## src/rtl/protocol_controller_mep.sv

```systemverilog
// USB multi-endpoint protocol controller: token/data/handshake sequencing, DATA0/1 toggles, STALL, timeout, IN retry.
// Latency: outputs registered from next state, so they change on the same edge the state is entered.
// Backpressure: waits on tx_done for every transmitted packet; DRAIN holds rx_data_ready until the buffer empties.
module protocol_controller_mep #(
    parameter int NUM_EP         = 4,
    parameter int TIMEOUT_CYCLES = 1200,
    parameter int MAX_RETRY      = 3,
    localparam int EP_W          = (NUM_EP > 1) ? $clog2(NUM_EP) : 1
) (
    input  logic              clk,
    input  logic              n_rst,
    input  logic [2:0]        rx_packet,
    input  logic [3:0]        rx_endpoint,
    input  logic              rx_data_odd,
    input  logic              tx_done,
    input  logic              buffer_reserved,
    input  logic [6:0]        tx_packet_data_size,
    input  logic [6:0]        buffer_occupancy,
    input  logic [NUM_EP-1:0] ep_stall,
    output logic              rx_data_ready,
    output logic              rx_transfer_active,
    output logic              rx_error,
    output logic              tx_transfer_active,
    output logic              tx_error,
    output logic              clear,
    output logic              replay,
    output logic [2:0]        tx_packet,
    output logic              d_mode,
    output logic [EP_W-1:0]   active_ep
);

    localparam int TMR_W = $clog2(TIMEOUT_CYCLES + 1);
    localparam int RTY_W = (MAX_RETRY > 0) ? $clog2(MAX_RETRY + 1) : 1;
    localparam logic [4:0] NUM_EP_L = 5'(NUM_EP);

    localparam logic [2:0] RX_EOP  = 3'b000;
    localparam logic [2:0] RX_DATA = 3'b001;
    localparam logic [2:0] RX_OUT  = 3'b010;
    localparam logic [2:0] RX_IN   = 3'b011;
    localparam logic [2:0] RX_ACK  = 3'b100;
    localparam logic [2:0] RX_NAK  = 3'b101;
    localparam logic [2:0] RX_BAD  = 3'b110;

    localparam logic [2:0] TX_IDLE  = 3'b000;
    localparam logic [2:0] TX_DATA0 = 3'b001;
    localparam logic [2:0] TX_DATA1 = 3'b010;
    localparam logic [2:0] TX_ACK   = 3'b011;
    localparam logic [2:0] TX_NAK   = 3'b100;
    localparam logic [2:0] TX_STALL = 3'b101;

    typedef enum logic [3:0] {
        ST_IDLE,
        ST_RX_WAIT,
        ST_RX_DATA,
        ST_HS,
        ST_HS_WAIT,
        ST_DRAIN,
        ST_TX_SEND,
        ST_TX_WAIT_DONE,
        ST_TX_WAIT_ACK,
        ST_TX_RETRY
    } state_t;

    state_t             state, state_nxt;
    logic [NUM_EP-1:0]  toggle, toggle_nxt;
    logic [RTY_W-1:0]   retry_cnt, retry_nxt;
    logic [TMR_W-1:0]   timer;
    logic               data_odd_q, odd_nxt;
    logic               br_q;

    logic [EP_W-1:0]    ep_nxt;
    logic [2:0]         tx_pkt_nxt;
    logic               clear_nxt, replay_nxt, rx_err_nxt, tx_err_nxt, rdy_nxt;
    logic               d_mode_nxt, tx_act_nxt, rx_act_nxt;

    logic               tok_valid, is_out, is_in, br_rise, timeout;
    logic [EP_W-1:0]    tok_ep;

    // Tokens addressed beyond the implemented endpoints are treated as absent.
    assign tok_valid = ({1'b0, rx_endpoint} < NUM_EP_L);
    assign tok_ep    = rx_endpoint[EP_W-1:0];
    assign is_out    = (rx_packet == RX_OUT) && tok_valid;
    assign is_in     = (rx_packet == RX_IN) && tok_valid;
    assign br_rise   = buffer_reserved && !br_q;
    assign timeout   = (timer == TMR_W'(TIMEOUT_CYCLES));

    always_comb begin
        state_nxt  = state;
        ep_nxt     = active_ep;
        tx_pkt_nxt = TX_IDLE;
        clear_nxt  = 1'b0;
        replay_nxt = 1'b0;
        rx_err_nxt = rx_error;
        tx_err_nxt = tx_error;
        rdy_nxt    = rx_data_ready;
        toggle_nxt = toggle;
        retry_nxt  = retry_cnt;
        odd_nxt    = data_odd_q;

        case (state)
            ST_IDLE: begin
                if (br_rise) begin
                    rx_err_nxt = 1'b0;
                    tx_err_nxt = 1'b0;
                end
                if (is_out) begin
                    ep_nxt     = tok_ep;
                    rx_err_nxt = 1'b0;
                    tx_err_nxt = 1'b0;
                    state_nxt  = ST_RX_WAIT;
                end else if (is_in) begin
                    ep_nxt = tok_ep;
                    if (ep_stall[tok_ep]) begin
                        state_nxt  = ST_HS;
                        tx_pkt_nxt = TX_STALL;
                    end else if (buffer_reserved && (buffer_occupancy == tx_packet_data_size)) begin
                        state_nxt  = ST_TX_SEND;
                        tx_pkt_nxt = toggle[tok_ep] ? TX_DATA1 : TX_DATA0;
                    end else begin
                        state_nxt  = ST_HS;
                        tx_pkt_nxt = TX_NAK;
                        rx_err_nxt = 1'b1;
                    end
                end else if (rx_packet == RX_BAD) begin
                    state_nxt  = ST_HS;
                    tx_pkt_nxt = TX_NAK;
                end
            end

            ST_RX_WAIT: begin
                if (rx_packet == RX_DATA) begin
                    odd_nxt   = rx_data_odd;
                    state_nxt = ST_RX_DATA;
                end else if (rx_packet == RX_BAD) begin
                    clear_nxt  = 1'b1;
                    state_nxt  = ST_HS;
                    tx_pkt_nxt = TX_NAK;
                    rx_err_nxt = 1'b1;
                end else if (timeout) begin
                    rx_err_nxt = 1'b1;
                    state_nxt  = ST_IDLE;
                end
            end

            ST_RX_DATA: begin
                if (rx_packet == RX_BAD) begin
                    clear_nxt  = 1'b1;
                    state_nxt  = ST_HS;
                    tx_pkt_nxt = TX_NAK;
                    rx_err_nxt = 1'b1;
                end else if (rx_packet == RX_EOP) begin
                    state_nxt = ST_HS;
                    if (ep_stall[active_ep]) begin
                        clear_nxt  = 1'b1;
                        tx_pkt_nxt = TX_STALL;
                    end else if (data_odd_q != toggle[active_ep]) begin
                        // Host missed our last ACK and resent: acknowledge, discard.
                        clear_nxt  = 1'b1;
                        tx_pkt_nxt = TX_ACK;
                    end else begin
                        toggle_nxt[active_ep] = ~toggle[active_ep];
                        rdy_nxt    = 1'b1;
                        tx_pkt_nxt = TX_ACK;
                    end
                end
            end

            ST_HS: state_nxt = ST_HS_WAIT;

            ST_HS_WAIT: begin
                if (tx_done) state_nxt = rx_data_ready ? ST_DRAIN : ST_IDLE;
            end

            ST_DRAIN: begin
                if (is_out || is_in) begin
                    state_nxt  = ST_HS;
                    tx_pkt_nxt = TX_NAK;
                    rx_err_nxt = 1'b1;
                end else if (buffer_occupancy == 7'd0) begin
                    rdy_nxt   = 1'b0;
                    state_nxt = ST_IDLE;
                end
            end

            ST_TX_SEND: state_nxt = ST_TX_WAIT_DONE;

            ST_TX_WAIT_DONE: begin
                if (tx_done) state_nxt = ST_TX_WAIT_ACK;
            end

            ST_TX_WAIT_ACK: begin
                if (rx_packet == RX_ACK) begin
                    toggle_nxt[active_ep] = ~toggle[active_ep];
                    clear_nxt = 1'b1;
                    retry_nxt = '0;
                    state_nxt = ST_IDLE;
                end else if ((rx_packet == RX_NAK) || timeout) begin
                    if (retry_cnt < RTY_W'(MAX_RETRY)) begin
                        retry_nxt  = retry_cnt + RTY_W'(1);
                        replay_nxt = 1'b1;
                        state_nxt  = ST_TX_RETRY;
                    end else begin
                        tx_err_nxt = 1'b1;
                        clear_nxt  = 1'b1;
                        retry_nxt  = '0;
                        state_nxt  = ST_IDLE;
                    end
                end
            end

            ST_TX_RETRY: begin
                if (is_in && (tok_ep == active_ep)) begin
                    state_nxt  = ST_TX_SEND;
                    tx_pkt_nxt = toggle[active_ep] ? TX_DATA1 : TX_DATA0;
                end else if (is_out || is_in) begin
                    // Host moved on; the pending IN transfer is abandoned.
                    retry_nxt  = '0;
                    state_nxt  = ST_HS;
                    tx_pkt_nxt = TX_NAK;
                end
            end

            default: state_nxt = ST_IDLE;
        endcase

        d_mode_nxt = (state_nxt == ST_HS) || (state_nxt == ST_HS_WAIT) ||
                     (state_nxt == ST_TX_SEND) || (state_nxt == ST_TX_WAIT_DONE);
        tx_act_nxt = d_mode_nxt;
        rx_act_nxt = (state_nxt == ST_RX_WAIT) || (state_nxt == ST_RX_DATA);
    end

    always_ff @(posedge clk or negedge n_rst) begin
        if (!n_rst) begin
            state              <= ST_IDLE;
            toggle             <= '0;
            retry_cnt          <= '0;
            timer              <= '0;
            data_odd_q         <= 1'b0;
            br_q               <= 1'b0;
            active_ep          <= '0;
            tx_packet          <= TX_IDLE;
            clear              <= 1'b0;
            replay             <= 1'b0;
            rx_error           <= 1'b0;
            tx_error           <= 1'b0;
            rx_data_ready      <= 1'b0;
            d_mode             <= 1'b0;
            tx_transfer_active <= 1'b0;
            rx_transfer_active <= 1'b0;
        end else begin
            state              <= state_nxt;
            toggle             <= toggle_nxt;
            retry_cnt          <= retry_nxt;
            data_odd_q         <= odd_nxt;
            br_q               <= buffer_reserved;
            active_ep          <= ep_nxt;
            tx_packet          <= tx_pkt_nxt;
            clear              <= clear_nxt;
            replay             <= replay_nxt;
            rx_error           <= rx_err_nxt;
            tx_error           <= tx_err_nxt;
            rx_data_ready      <= rdy_nxt;
            d_mode             <= d_mode_nxt;
            tx_transfer_active <= tx_act_nxt;
            rx_transfer_active <= rx_act_nxt;
            // Timer restarts on entry to a wait state and saturates at the limit.
            if (((state_nxt == ST_RX_WAIT) || (state_nxt == ST_TX_WAIT_ACK)) && (state_nxt != state))
                timer <= '0;
            else if (((state == ST_RX_WAIT) || (state == ST_TX_WAIT_ACK)) && !timeout)
                timer <= timer + TMR_W'(1);
        end
    end

endmodule
```

## config.mk

```make
export PLATFORM = sky130hd
export DESIGN_NAME = protocol_controller_mep
export DESIGN_NICKNAME = d
export VERILOG_FILES = /design/src/rtl/protocol_controller_mep.sv
export SDC_FILE = /design/constraint.sdc
export NUM_CORES = 1
export LEC_CHECK = 0
export CAP_MARGIN = 20
export CORE_MARGIN = 2
export CORE_UTILIZATION = 55
export DETAILED_ROUTE_END_ITERATION = 10
export PLACE_DENSITY_LB_ADDON = 0.25
export SETUP_SLACK_MARGIN = 0.3
export SLEW_MARGIN = 10
export SYNTH_ARGS = -nofsm -noshare
export SYNTH_HDL_FRONTEND = slang
export SYNTH_SLANG_ARGS = --single-unit
```

## constraint.sdc

```tcl
create_clock -name clk -period 6.3 [get_ports clk]
set_input_delay 0.63 -clock clk [delete_from_list [all_inputs] [get_ports clk]]
set_output_delay 0.63 -clock clk [all_outputs]
set_load 0.05 [all_outputs]
```

* After elaboration in Yosys (flattened, before gate mapping) *
Index checks and enable logic that the tools add are counted.

storage, ports and cells
  bits in latches = 0
  logic and storage cells = 203
  input port bits = 30
  output and inout bits = 13
  memory bits (read-only) = 0
  bits in registers = 35
  bits in writable memories = 0
  memories = 0

cells by class
  bitwise logic cells = 1
  order comparisons = 5
  $mul = 0
  reduce and logical (&&, ||, !) cells = 35
  add/sub/neg operators = 2
  shift operators = 0
  equal/unequal tests = 45
  div/mod/pow operators = 0
  muxes and demuxes = 100

operators with widths
  cell                                                              number
  4-bit 2-to-1 mux                                                  22
  3-bit 2-to-1 mux                                                  14
  4-bit case mux with 10 select lines                               1
  1-bit 2-to-1 mux                                                  39
  2-bit != test (second input constant)                             15
  4-bit by 3-bit == test with 1-bit output (second input constant)  7
  11-bit 2-to-1 mux                                                 2
  2-bit 2-to-1 mux                                                  9
  4-bit by 2-bit == test with 1-bit output (second input constant)  4
  3-bit case mux with 5 select lines                                1
  4-bit == test (second input constant)                             3
  2-bit nonzero test                                                6
  11-bit by 1-bit adder with 11-bit output (second input constant)  1
  11-bit == test (second input constant)                            1
  5-bit AND reduction                                               2
  3-bit == test (second input constant)                             3
  3-bit != test (second input constant)                             3
  1-bit binary-select mux with 2-bit select                         4
  4-bit by 1-bit == test with 1-bit output (second input constant)  2
  1-bit logical AND                                                 8
  1-bit logical OR                                                  8
  4-bit case mux with 2 select lines                                1
  7-bit == test                                                     1
  7-bit logical NOT                                                 1
  25 further kinds                                                  30

* Depth between registers and ports, before layout *
  word-level depth = 11
  mapped depth = 9

* Worst setup path after synthesis *
OpenSTA, ideal clock, no wires.

  path kind = reg2reg
  start = register active_ep[0]
  end = register toggle[1]
  setup slack = 3.824 ns
  period minus slack after synthesis = 2.476 ns
  arrival time = 2.397 ns
  library setup time = 0.079 ns
  cell stages (with the launch flop) = 8
  data required time = 6.221 ns
  cell sequence = dfrtp_1 -> buf_2 -> mux4_2 -> or4_4 -> nor2_2 -> a21oi_2 -> nor3b_2 -> xor2_1

between the ends
  word-level cells in the longest chain between the ends = 10

RTL lines
  item                                                                                                                                          RTL line  source
  start: declaration                                                                                                                            29        output logic [EP_W-1:0] active_ep
  start signal: assignment                                                                                                                      256       active_ep <= ep_nxt;
  2-bit by 3-bit < comparator with 1-bit output (not written as such) / 2-bit by 1-bit >= comparator with 1-bit output (equally long branches)  161, 193
  1-bit logical AND (not written as such)                                                                                                       161, 193
  1-bit 2-to-1 mux (not written as such)                                                                                                        161, 193
  1-bit demux with 2-bit select                                                                                                                 161, 193
  4-bit bitwise mux                                                                                                                             161, 193
  4-bit 2-to-1 mux                                                                                                                              156       end else if (data_odd_q != toggle[active_ep]) begin
  4-bit 2-to-1 mux                                                                                                                              153       if (ep_stall[active_ep]) begin
  4-bit 2-to-1 mux                                                                                                                              151       end else if (rx_packet == RX_EOP) begin
  4-bit 2-to-1 mux                                                                                                                              146       if (rx_packet == RX_BAD) begin
  4-bit case mux with 2 select lines                                                                                                            100       case (state)
  end signal: assignment                                                                                                                        252       toggle <= toggle_nxt;
  end: declaration                                                                                                                              65        logic [NUM_EP-1:0] toggle, toggle_nxt;

Several ways; a longest one is shown, not always the timed one. The select of a mux whose other input is x is not followed.
A chain may end at the register's enable or synchronous reset.

* Worst setup path in the final report *
  start = input port rx_packet[2]
  end = register timer[9]

between the ends
  word-level cells in the longest chain between the ends = 10

RTL lines
  item                                                                              RTL line  source
  start: declaration                                                                12        input logic [2:0] rx_packet,
  3-bit by 2-bit == test with 1-bit output (on tied branches)                       82, 83
  1-bit logical AND (on tied branches)                                              82, 83
  1-bit logical OR                                                                  175, 215
  4-bit 2-to-1 mux                                                                  215       end else if (is_out || is_in) begin
  4-bit 2-to-1 mux                                                                  212       if (is_in && (tok_ep == active_ep)) begin
  4-bit case mux with 10 select lines (*)                                           100
  4-bit by 1-bit == test with 1-bit output / 4-bit == test (equally long branches)  267       if (((state_nxt == ST_RX_WAIT) || (state_nxt == ST_TX_WAIT_ACK)) && (state_nxt != state))
  1-bit logical OR                                                                  267
  1-bit logical AND (*)                                                             267
  11-bit 2-to-1 mux / 2-bit nonzero test (equally long branches)                    --
  end signal: assignment                                                            270       timer <= timer + TMR_W'(1);
  end: declaration                                                                  67        logic [TMR_W-1:0] timer;

Mark *: on every way between the ends. The rest lies on a longest branch, timed or not.

==> flow_metrics.py <==
metrics = {
    "worst_hold_path": {
        "hold_path.class": "register to register",
    },
    "global_route": {
        "grt_antenna_before_repair": 0,
        "grt_use_total_pct": 24.0,
        "grt_max_degree": 36,
        "first_global_vias": 2057,
        "overflow": 0,
        "grt_pass1_wl_mm": 9.56,
    },
    "cells_and_area": {
        "syn_to_final_growth_pct": 22.3,
        "fin_nets": 327,
        "n_antenna_cell": 0,
        "fill_cells": 359,
        "fin_cells": 347,
        "final_layout_size_suffix_gt1_share_pct": 15.9,
    },
    "floorplanning": {
        "ios": 43,
        "coreArea_mm2": 0.00432,
        "rows": 24,
        "die_x_um": 70.9,
        "initial_core_util_pct": 56.9,
        "die_height_um": 70.9,
        "die_area_mm2": 0.00503,
    },
    "synthesis": {
        "syn_inst": 256,
        "seq_area_frac_synth_pct": 35.6,
        "syn_avg_cell_area_um2": 9.61,
        "synth_enable_flop_cells": 0,
        "syn_nets": 289,
        "ys.flop_type": "dfrtp_1",
        "synth_warnings": 0,
        "yosysUniqueCellTypes": 67,
        "synth-seq-cells": 35,
        "async_flop_share_pct": 100,
        "syn_area_mm2": 0.00246,
    },
    "placement": {
        "place_congestion": 0.933,
        "dp_hpwl_mm": 4.29,
        "dp_cells": 339,
        "portBuffers": 42,
    },
    "cts": {
        "cts.repair.resized": 0,
        "clock-sinks": 35,
        "cts_tree": "yes",
        "clk_latency_ns": 0.29,
        "clkTransAtPathRegs_ns": 0.07,
        "cts_setup_buffers": 0,
        "h-tree-depth": 2,
        "cts-root-buf": "clkbuf_8",
        "ctsHoldBuffers": 0,
        "cts_buffers": 5,
        "clk_path_buf_depth": 2,
    },
    "power_and_ir_drop": {
        "power_frac_comb_pct": 52.7,
        "power_frac_seq_pct": 30.4,
        "p_per_area_mw_per_mm2": 418,
        "clockPowerShare_pct": 16.9,
        "power.leakage_uw": 0.00121,
        "p_sw_uw": 581,
        "vdd.ir_drop.worst_v": 0.000226,
        "p_int_uw": 678,
        "p_sw_share_pct": 46.1,
    },
    "routing": {
        "wire_per_inst_um": 16.7,
        "viasPerCell": 6.13,
        "initialDrtViolationCount": 132,
        "ant_nets": 0,
        "via_count": 2128,
        "first_pass_iters": 4,
        "post-route-drc-count": 0,
        "wirelength_mm": 5.79,
    },
    "worst_setup_path": {
        "setup.worst_path.class": "input port to register",
        "cp.arrival_ns": 3.39,
        "crit_required_ns": 6.52,
        "crit_path_end_kind": "register",
        "critPathMaxFanout": 11,
        "start_kind": "input port",
    },
    "run": {
        "max_cap_violations": 0,
    },
    "timing": {
        "setup_viol": 0,
        "clock_skew_ns": 0.00818,
        "setup_tns_ns": 0,
        "slew_headroom_pct": 51.6,
        "min_period_ns": 3.18,
        "slew_viol_final": 0,
        "finalHoldViolCount": 0,
        "tightest_slew_ns": 0.720,
        "fmax_ghz": 0.315,
        "period_share_pct": 50.4,
        "rsz0062_at_grt": "false",
    },
    "status": {
        "outcome": "finished clean",
    },
}
## flip-flops by register name, summed over array words and instances (netlist names)
signal              count
timer                  11
state                   4
br_q                    1
rx_error                1
data_odd_q              1
toggle                  4
tx_error                1
retry_cnt               2
d_mode                  1
replay                  1
rx_data_ready           1
tx_packet               3
active_ep               2
rx_transfer_active      1
clear                   1
## power by group through the flow
stage | registers [µW] | clock network (µW) | logic (µW)
final | 383 | 213 | 663
after global routing | 393 | 224 | 722
after CTS | 382 | 216 | 662
after detailed placement | 385 | 0 | 657
after global placement | 380 | 0 | 647
after floorplan | 408 | 0 | 486
## Yosys cell counts (3+ instances only)
master    count  area share (%)
clkbuf_1      6            0.92
inv_1         9             1.4
xnor2_1      11             3.9
a21oi_1      12             2.4
dfrtp_1      35              36
nor2_1       21             3.2
mux2_2        4             1.8
buf_2         4            0.81
nand2b_1      4             1.0
nand3_1      11             2.2
ha_1          3             1.5
a21oi_2      12             4.3
o21ai_0      10             2.0
nor4_1        4             1.0
nor3_1        7             1.4
mux4_2        4             3.7
nand2_1      17             2.6
xor2_1       13             4.6
## critical path: stages
cell and delay [ns]:
clkdlybuf4s50_1 0.54, nor4b_4 0.62, a41oi_1 0.26, a2111oi_2 0.26
o311ai_1 0.20, or3b_1 0.66, a21oi_1 0.22
## cell type report
cell class / count / area [µm²] / share of cell area, %
multi-input cells: 199 / 1480 / 49.3
flip-flops and latches: 35 / 876 / 29.1
repair buffers: 44 / 435 / 14.5
clock buffers: 6 / 82.6 / 2.74
well taps: 52 / 65.1 / 2.16
clock inverters: 2 / 35.0 / 1.16
inverters: 9 / 33.8 / 1.12
## path summary, 6_finish.rpt
| check | from | depth (start not counted) | end | slack (ns) |
|---|---|---|---|---|
| min in group asynchronous | n_rst | 2 | rx_data_ready$_DFFE_PN0P_ | 0.74 |
| worst min register to register | toggle[2]$_DFFE_PN0P_ | 1 | toggle[2]$_DFFE_PN0P_ | 0.50 |
| max in group asynchronous | n_rst | 2 | toggle[1]$_DFFE_PN0P_ | 5.24 |
| worst max-delay path | rx_packet[2] | 7 | timer[9]$_DFFE_PN0P_ | 3.12 |
| worst max register to register | timer[0]$_DFFE_PN0P_ | 8 | timer[9]$_DFFE_PN0P_ | 3.43 |
| worst min-delay path | toggle[2]$_DFFE_PN0P_ | 1 | toggle[2]$_DFFE_PN0P_ | 0.50 |
## per-layer routing
layer	vias to the layer above	GRT usage (%)	wire, µm
met2	94	35.2	2620
li1	1021	-	-
met3	23	5.84	445
met1	990	33.5	2560
met4	0	11.9	165
met5	-	0	0
## metrics by stage
stage	util [%]	hold WS, ns	setup WS [ns]	total power, µW	cell area [µm²]
after CTS	69.6	0.499	3.17	1260	3010
after detailed placement	66.9	0.485	2.88	1040	2890
after global routing	69.6	0.514	2.92	1340	3010
after floorplan	-	0.334	3.82	894	2460
after global placement	66.9	0.469	3.00	1030	2890
final	69.6	0.495	3.12	1260	3010
## logic make-up after synthesis
group,synth area share [%]
xor gates and xnor gates,8.54
and+or+nand+nor,24.6
buffers and inverters,4.17
DFF,35.6
muxes,6.81
AOI/OAI and AO/OA,18.8
adders and majority gates,1.53
## layout by cell type (no fill, tap or decap), types with 3 or more instances in the layout
master            n
dfrtp_1          35
xor2_1           13
nor2_1           21
clkdlybuf4s50_1  42
nand3_1          11
clkbuf_8          6
nor4_1            4
xnor2_1          11
a21oi_1          12
nor3_1            7
ha_1              3
o21ai_0          10
mux4_2            4
nand2b_1          4
a21oi_2          12
nand2_1          17
inv_1             9
mux2_2            4
Note: power is estimated with default switching activity, not from simulation.
